File: config.mk
export PLATFORM = sky130hd
export DESIGN_NAME = uart_rx_flat
export DESIGN_NICKNAME = d
export VERILOG_FILES = /design/src/rtl/uart_rx_pkg.sv /design/src/rtl/uart_rx_if.sv /design/src/rtl/uart_rx_control.sv /design/src/rtl/uart_rx.sv /design/src/flat_wrapper.sv
export SDC_FILE = /design/constraint.sdc
export NUM_CORES = 1
export LEC_CHECK = 0
export BUFFER_PORTS_ARGS = -buffer_cell sky130_fd_sc_hd__buf_2
export CORE_AREA = 5 5 50 73
export DETAILED_ROUTE_END_ITERATION = 6
export DIE_AREA = 0 0 55 78
export MAX_ROUTING_LAYER = met4
export PLACE_DENSITY = 0.71
export SLEW_MARGIN = 40
export SYNTH_ARGS = -nofsm -noshare
export SYNTH_HDL_FRONTEND = slang
export SYNTH_SLANG_ARGS = --single-unit
File: constraint.sdc
create_clock -name clk -period 1.6 [get_ports clk]
set_input_delay 0.32 -clock clk [delete_from_list [all_inputs] [get_ports clk]]
set_output_delay 0.32 -clock clk [all_outputs]
set_load 0.02 [all_outputs]
File: src/rtl/uart_rx_pkg.sv
// Shared UART receive definitions: default frame geometry and the receiver FSM encoding.
package uart_rx_pkg;

    localparam int unsigned DefaultWordSize   = 8;
    localparam int unsigned DefaultNumSamples = 8;

    typedef enum logic [1:0] {
        StIdle      = 2'd0,
        StStarting  = 2'd1,
        StReceiving = 2'd2
    } rx_state_e;

endpackage

File: src/rtl/uart_rx_if.sv
// Line input and host-side valid/ack handshake of the UART receiver.
interface uart_rx_if #(
    parameter int unsigned WordSize = 8
);

    logic                serial_in;
    logic                rx_ack;
    logic [WordSize-1:0] rx_data;
    logic                rx_valid;
    logic                framing_err;
    logic                overrun_err;

    modport master (
        output serial_in,
        output rx_ack,
        input  rx_data,
        input  rx_valid,
        input  framing_err,
        input  overrun_err
    );

    modport slave (
        input  serial_in,
        input  rx_ack,
        output rx_data,
        output rx_valid,
        output framing_err,
        output overrun_err
    );

endinterface

File: src/rtl/uart_rx_control.sv
// Receiver sequencing: start-bit centring, bit timing and shift/load strobes.
module uart_rx_control
    import uart_rx_pkg::*;
#(
    parameter int unsigned WordSize   = DefaultWordSize,
    parameter int unsigned NumSamples = DefaultNumSamples
) (
    input  logic clk,
    input  logic rst_b,
    input  logic s_sync_i,
    output logic shift_o,
    output logic load_o
);

    localparam int unsigned SampleW = $clog2(NumSamples);
    localparam int unsigned BitW    = $clog2(WordSize + 1);

    localparam logic [SampleW-1:0] HalfMax = SampleW'(NumSamples / 2 - 1);
    localparam logic [SampleW-1:0] FullMax = SampleW'(NumSamples - 1);
    localparam logic [BitW-1:0]    StopIdx = BitW'(WordSize);

    rx_state_e          state_q, state_d;
    logic [SampleW-1:0] sample_cnt_q, sample_cnt_d;
    logic [BitW-1:0]    bit_cnt_q, bit_cnt_d;

    always_ff @(posedge clk or negedge rst_b) begin
        if (!rst_b) begin
            state_q      <= StIdle;
            sample_cnt_q <= '0;
            bit_cnt_q    <= '0;
        end else begin
            state_q      <= state_d;
            sample_cnt_q <= sample_cnt_d;
            bit_cnt_q    <= bit_cnt_d;
        end
    end

    always_comb begin
        state_d      = state_q;
        sample_cnt_d = sample_cnt_q;
        bit_cnt_d    = bit_cnt_q;
        shift_o      = 1'b0;
        load_o       = 1'b0;
        unique case (state_q)
            StIdle: begin
                sample_cnt_d = '0;
                bit_cnt_d    = '0;
                if (!s_sync_i) state_d = StStarting;
            end
            StStarting: begin
                // A start bit that does not survive to its centre is line noise.
                if (s_sync_i) begin
                    state_d      = StIdle;
                    sample_cnt_d = '0;
                end else if (sample_cnt_q == HalfMax) begin
                    state_d      = StReceiving;
                    sample_cnt_d = '0;
                end else begin
                    sample_cnt_d = sample_cnt_q + 1'b1;
                end
            end
            StReceiving: begin
                if (sample_cnt_q == FullMax) begin
                    sample_cnt_d = '0;
                    if (bit_cnt_q == StopIdx) begin
                        load_o    = 1'b1;
                        bit_cnt_d = '0;
                        state_d   = StIdle;
                    end else begin
                        shift_o   = 1'b1;
                        bit_cnt_d = bit_cnt_q + 1'b1;
                    end
                end else begin
                    sample_cnt_d = sample_cnt_q + 1'b1;
                end
            end
            default: begin
                state_d = StIdle;
            end
        endcase
    end

endmodule

File: src/rtl/uart_rx.sv
// UART receiver top: input synchronizer, data shifter, output registers and host handshake.
module uart_rx
    import uart_rx_pkg::*;
#(
    parameter int unsigned WordSize   = DefaultWordSize,
    parameter int unsigned NumSamples = DefaultNumSamples
) (
    input  logic     clk,
    input  logic     rst_b,
    uart_rx_if.slave bus
);

    logic [1:0]          sync_q;
    logic                s_sync;
    logic                shift;
    logic                load;
    logic [WordSize-1:0] shift_q, shift_d;
    logic [WordSize-1:0] data_q, data_d;
    logic                valid_q, valid_d;
    logic                ferr_q, ferr_d;
    logic                oerr_q, oerr_d;

    // Two-flop synchronizer, reset to the idle line level so reset never looks like a start bit.
    always_ff @(posedge clk or negedge rst_b) begin
        if (!rst_b) begin
            sync_q <= 2'b11;
        end else begin
            sync_q <= {sync_q[0], bus.serial_in};
        end
    end

    assign s_sync = sync_q[1];

    uart_rx_control #(
        .WordSize   (WordSize),
        .NumSamples (NumSamples)
    ) u_control (
        .clk      (clk),
        .rst_b    (rst_b),
        .s_sync_i (s_sync),
        .shift_o  (shift),
        .load_o   (load)
    );

    always_comb begin
        shift_d = shift_q;
        if (shift) shift_d = {s_sync, shift_q[WordSize-1:1]};
    end

    // A load wins over a same-cycle ack; the ack then only suppresses the overrun flag.
    always_comb begin
        data_d  = data_q;
        valid_d = valid_q;
        ferr_d  = ferr_q;
        oerr_d  = oerr_q;
        if (load) begin
            data_d  = shift_q;
            valid_d = 1'b1;
            ferr_d  = ~s_sync;
            oerr_d  = valid_q & ~bus.rx_ack;
        end else if (bus.rx_ack) begin
            valid_d = 1'b0;
        end
    end

    always_ff @(posedge clk or negedge rst_b) begin
        if (!rst_b) begin
            shift_q <= '0;
            data_q  <= '0;
            valid_q <= 1'b0;
            ferr_q  <= 1'b0;
            oerr_q  <= 1'b0;
        end else begin
            shift_q <= shift_d;
            data_q  <= data_d;
            valid_q <= valid_d;
            ferr_q  <= ferr_d;
            oerr_q  <= oerr_d;
        end
    end

    assign bus.rx_data     = data_q;
    assign bus.rx_valid    = valid_q;
    assign bus.framing_err = ferr_q;
    assign bus.overrun_err = oerr_q;

endmodule

File: src/flat_wrapper.sv
// flat-port wrapper written by rule: the top's interface ports become plain ports
module uart_rx_flat import uart_rx_pkg::*;
#(
    parameter int unsigned WordSize   = DefaultWordSize,
    parameter int unsigned NumSamples = DefaultNumSamples
)
  (clk, rst_b, bus_serial_in, bus_rx_ack, bus_rx_data, bus_rx_valid, bus_framing_err, bus_overrun_err);
  uart_rx_if #(.WordSize(WordSize)) bus_i ();
  input  logic clk;
  input  logic rst_b;
  input wire logic [$bits(bus_i.serial_in)-1:0] bus_serial_in;
  input wire logic [$bits(bus_i.rx_ack)-1:0] bus_rx_ack;
  output wire logic [$bits(bus_i.rx_data)-1:0] bus_rx_data;
  output wire logic [$bits(bus_i.rx_valid)-1:0] bus_rx_valid;
  output wire logic [$bits(bus_i.framing_err)-1:0] bus_framing_err;
  output wire logic [$bits(bus_i.overrun_err)-1:0] bus_overrun_err;
  assign bus_i.serial_in = bus_serial_in;
  assign bus_i.rx_ack = bus_rx_ack;
  assign bus_rx_data = bus_i.rx_data;
  assign bus_rx_valid = bus_i.rx_valid;
  assign bus_framing_err = bus_i.framing_err;
  assign bus_overrun_err = bus_i.overrun_err;
  uart_rx #(.WordSize(WordSize), .NumSamples(NumSamples)) u_core (.clk(clk), .rst_b(rst_b), .bus(bus_i));
endmodule
**Yosys cells after proc, flatten, opt, wreduce, memory -nomap -nowiden**

Index checks and enable logic that the tools add are counted.

- Muxes and demuxes: 21
- Eq/ne operators: 9
- Bitwise operators: 3
- Add/subtract/negate cells: 2
- Reductions and logical operators: 6

Operator list:

| cell | count |
|---|---|
| $mux 2 | 5 |
| $mux 3 | 3 |
| $pmux 3 s3 | 1 |
| $mux 1 | 8 |
| $mux 4 | 2 |
| $pmux 4 s2 | 1 |
| $ne 2x2->1 const B | 3 |
| $pmux 2 s3 | 1 |
| $add 4x1->4 const B | 1 |
| $eq 4x4->1 const B | 1 |
| $reduce_and 4->1 | 1 |
| $reduce_bool 2->1 | 2 |
| $add 3x1->3 const B | 1 |
| $eq 3x2->1 const B | 1 |
| $eq 3x3->1 const B | 1 |
| $ne 3x2->1 const B | 1 |
| $reduce_bool 3->1 | 1 |
| $eq 2x1->1 const B | 1 |
| $eq 2x2->1 const B | 1 |
| $logic_not 2->1 | 1 |
| $not 1->1 | 2 |
| $reduce_and 2->1 | 1 |
| $and 1x1->1 | 1 |

- Logic and storage cells: 50
- Output and inout bits: 11
- Register bits: 30
- Bits of input ports: 4

**Longest topological paths before layout**

- Depth in word-level cells: 5
- Depth in mapped cells: 7

**By module**

Synthesis repeated with hierarchy kept, for this count alone.

- Cells, all modules: 108
- Area total of the unflattened synthesis: 1430.1 um^2

Modules (own cells, without submodules):

| module | area each (um^2) | cells each | times used | seq. area each (um^2) |
|---|---|---|---|---|
| uart_rx | 798.3 | 45 | 1 | 528.0 |
| uart_rx_control | 631.9 | 63 | 1 | 225.2 |

**Worst setup path after synthesis**

OpenSTA, ideal clock, no wires.

- Kind: register -> register
- Start point: register u_core.u_control.bit_cnt_q[0]
- End point: register u_core.shift_q[0]
- Cell stages (with the launch flop): 6
- Required time: 1475 ps
- Path buffers: 0
- Arrival time: 1395 ps
- Path slack: 81 ps
- Setup time: 125 ps
- Cell sequence: dfrtp_1 inv_1 ha_1 and3b_1 nor2_4 mux2_2

- Longest elaborated chain between the ends: 4

RTL lines:

| item | RTL line | RTL |
|---|---|---|
| start, declared | uart_rx_control.sv:24 | `logic [BitW-1:0] bit_cnt_q, bit_cnt_d;` |
| start signal, assigned | uart_rx_control.sv:34 | `bit_cnt_q <= bit_cnt_d;` |
| $eq 4x4->1 | uart_rx_control.sv:65 | `if (bit_cnt_q == StopIdx) begin` |
| $mux 1 | uart_rx_control.sv:65 |  |
| $mux 1 | uart_rx_control.sv:63 | `if (sample_cnt_q == FullMax) begin` |
| $mux 1 | uart_rx_control.sv:44 | `unique case (state_q)` |
| end signal, assigned | uart_rx.sv:74 | `shift_q <= shift_d;` |
| end, declared | uart_rx.sv:17 | `logic [WordSize-1:0] shift_q, shift_d;` |

No other way between the ends.
A chain may end at the register's enable or synchronous reset.

**Final worst setup path**

- Start point: register u_core.u_control.bit_cnt_q[1]
- End point: register u_core.shift_q[6]

The elaborated chain is that of the path after synthesis.

==> impl.org <==
** Setup path
- List of cells traversed by the critical path :: inv_2 -> ha_4 -> and3b_2 -> buf_12 -> nor2_4 -> mux2_4
- Counting buffers and inverters, the worst setup path is 6 cells deep.
- Setup crit end :: u_core.shift_q[6]
- Critical path's slowest cell :: sky130_fd_sc_hd__dfrtp_1
- In this run the critical register-to-register path is launched from u_core.u_control.bit_cnt_q[1].
- Setup crit start :: u_core.u_control.bit_cnt_q[1]
- Crit path launch type :: register
- The worst register-to-register path has a depth of 6.
- Delay-heaviest family, CP :: simple AND/OR/NAND/NOR gates
- Kind of critical path :: reg2reg
- In this design, the stage delay of the slowest critical-path cell is 0.36 ns.
- The worst setup path is captured at a register.
- Data arrival at the endpoint of the critical path :: 1.74 ns
- Of all nets on the critical path, the largest fanout is 4.
- End of the worst register-to-register path :: u_core.shift_q[6]
- Across all register-to-register paths, the minimum setup slack is 0.02 ns.
- WP data required :: 1.77 ns
- The critical path contains buffers and inverters numbering 2 combined.

** Placement
- The HPWL after detailed placement is 1910 microns.
- Including well taps, the total number of placed cells is 192.
- The count of buffers added on input and output ports is 14.
- At the placement stage, the worst setup path has a slack of -0.00104 ns.
- Placer's final routability congestion estimate :: 0.751

** GRT
- Number of global-route vias before repair :: 1052
- Antenna violations before repair :: 0
- For this run the aggregate overflow at the end of global routing stands at 0.
- Across every metal layer, demand over resource in global routing totals 0.147.
- Wire length of the first global-routing pass :: 4470 microns
- Entering global routing, the biggest net connects 31 pins.

** Timing
- Post-layout min period :: 1.58 ns
- Highest clock frequency the design can meet :: 0.634 GHz
- Setup violations remaining at the end of the flow were counted as 0.
- In the finished design, the share of the clock period the worst path needs comes to 0.986.
- Measured against its own limit, the worst slew margin works out to 0.564.
- Skew final :: 0.00580 ns
- The final-report hold violation count was 0.
- Measured slew at the worst slew-check pin :: 0.655 ns
- Slack of the critical path :: 0.0221 ns
- Across all hold checks on the routed design, the worst slack comes to 0.0674 ns.
- The count of final max-slew check failures was 0.

** Clock tree
- The tree is rooted in a sky130_fd_sc_hd__clkbuf_8.
- TritonCTS built the clock tree.
- TritonCTS Buffers :: 5
- The clock drives 30 sinks.
- Clock latency reported for the late side of the worst-skew pair :: 0.28 ns
- CTS clock-pin slew for the worst setup and hold paths :: 0.06 ns
- Total number of H-tree levels :: 2
- Number of buffers added to fix hold violations after cts :: 0
- Clock Path Buffers :: 2

** Final layout
- The repair_antennas step left the layout with diodes totalling 0.
- After the last flow step, the layout net total stands at 175.
- Share of cells above drive strength 1 :: 0.362
- From synthesis to final layout, the design area changed by 25.6%.
- Once layout is complete, the cells apart from fillers number 202.
- After filler insertion, the fill cell instance count of the layout stands at 246.

** Route
- Violation count after the first detailed-routing iteration :: 14
- The detail route stage leaves a number of antenna-violating nets equal to 0.
- Via density :: 5.29
- For this block, the via count after detailed routing is 1068.
- Per-cell routed wire length :: 13.9 microns
- Routed wire length :: 2800 microns
- Number of detailed-route iterations in the first pass :: 4
- In the routed design, unresolved DRC markers number 0.

** Synthesis
- Top cells by area, synth :: sky130_fd_sc_hd__dfrtp_1 49%, sky130_fd_sc_hd__nand2_1 9.2%, sky130_fd_sc_hd__ha_1 7.9%
- The Yosys step of the flow raised 0 warnings.
- Counting distinct cell types in the post-synthesis netlist gives 32.
- Synthesis produced 133 cells.
- Among all flip-flop cells after synthesis, the most frequent one is sky130_fd_sc_hd__dfrtp_1.
- The synthesized design contains 0 enable-type register cells.
- By instance count, the leading cell after synthesis is sky130_fd_sc_hd__nand2_1.
- Synthesized Nets :: 146
- Counting flops with an async set or reset pin after synthesis yields a share of 1.00.
- Netlist area before placement :: 0.00143 sq mm
- Of the synthesized area, sequential elements account for 0.527.
- Share of the synthesized area in the top cell type :: 0.490
- List of most frequent post-synthesis cells :: 35 x sky130_fd_sc_hd__nand2_1, 28 x sky130_fd_sc_hd__dfrtp_1, 10 x sky130_fd_sc_hd__mux2_2
- Cell taking the most area after synthesis :: sky130_fd_sc_hd__dfrtp_1
- A synthesized cell averages 10.7 sq um.
- Counting flops and latches in the post-synthesis netlist gives 30.

** Power
- For this design the ratio of total power to cell area is 990 mW/mm^2.
- Max VDD drop :: 709 uV
- In this run the static leakage power is 0.913 nW.
- PnR Total Power :: 1.78 mW

** Flow run
- Number of max-cap violations :: 0

** Die
- Die height :: 78 microns
- The initial utilization of the core area, before any placement, comes to 0.491.
- After floorplanning, the core was divided into 24 placement rows.
- The die covers 0.00429 sq mm.
- The floorplan step set the die width to 55 microns.
- Count of pins on the block boundary :: 15
- The core region is 0.00291 sq mm.

** Worst hold path
- The tightest min-delay check is of the in2async type.

** Status
- Status :: complete, no violations
==> placed cells by master (no fill, tap or decap), drive strengths merged, types with 2 or more instances in the layout <==
cell    count
o221ai      2
dfstp       2
nand2b      4
clkbuf      6
nand2      35
nand3b      2
o21ai       5
a22o        2
nand3       5
dfrtp      28
nor2        5
buf        24
mux2       10
inv         7
ha          9
==> metrics by stage <==
stage / util / cell area, sq um / TNS (ns)
final: 0.616 / 1790 / 0
after global routing: 0.616 / 1790 / -0.0860
after CTS: 0.584 / 1700 / 0
after detailed placement: 0.550 / 1600 / -0.00104
after global placement: 0.550 / 1600 / 0
after floorplan: - / 1430 / 0
==> per-layer routing <==
| metal | track usage | part of all wire | up-vias |
|---|---|---|---|
| met4 | 0.0730 | 0.019 | 0 |
| met5 | - | 0 | - |
| met2 | 0.231 | 0.54 | 22 |
| li1 | - | - | 514 |
| met3 | 0.0536 | 0.054 | 5 |
| met1 | 0.156 | 0.39 | 527 |
==> how the worst min path moves through the flow <==
stage,cells past startpoint,slack [ns],from,endpoint
2_1_floorplan,0,0.02,rst_b,u_core.bus.framing_err
4_1_cts,1,0.08,rst_b,u_core.u_control.state_q[1]
3_3_place_gp,0,0.35,u_core.sync_q[0],u_core.sync_q[1]
6_report,1,0.07,rst_b,u_core.bus.overrun_err
5_1_grt,1,0.12,rst_b,u_core.u_control.state_q[1]
3_5_place_dp,0,0.35,u_core.sync_q[0],u_core.sync_q[1]
==> report_power, final <==
group          switching [mW]  internal (mW)  total (mW)
sequential             0.0211          0.785       0.806
clock                   0.283          0.345       0.628
combinational           0.178          0.165       0.343
==> flip-flops by register name, indices dropped and copies added (netlist names) <==
name                           count
u_core.shift_q                     8
u_core.u_control.state_q           2
u_core.bus.rx_valid                1
u_core.u_control.bit_cnt_q         4
u_core.bus.framing_err             1
u_core.u_control.sample_cnt_q      3
u_core.sync_q                      2
u_core.bus.overrun_err             1
u_core.bus.rx_data                 8
==> repair_timing <==
action / in CTS / in global routing
setup endpoints to repair: 6 / 16
pin swaps: 1 / 4
setup buffers: 0 / 1
cloned: 0 / 1
resized for setup: 3 / 16
==> cells by family after synthesis <==
logic type	share of synthesized area
buf+inv	0.0280
mux	0.0788
flops	0.527
fa+ha+maj	0.0788
compound gates	0.0946
simple gates	0.193
==> worst register-to-register path: cells and delay by family, from the launching register on <==
| family | cells | cell delay, ns |
|---|---|---|
| AND/OR/NAND/NOR | 2 | 0.43 |
| flip-flops | 1 | 0.36 |
| multiplexers | 1 | 0.31 |
| buffers and inverters | 2 | 0.20 |
| adder cells (fa/ha/maj) | 1 | 0.16 |
==> cell type report <==
class                      instances  area (sq um)  area share
sequential                        30           753       0.420
clock inverter                     2          12.5     0.00697
timing repair buffer              24           158      0.0879
multi-input combinational         94           713       0.397
inverter                           7          26.3      0.0146
clock buffer                       6          82.6      0.0460
tap                               39          48.8      0.0272
Note: power is estimated with default switching activity, not from simulation.
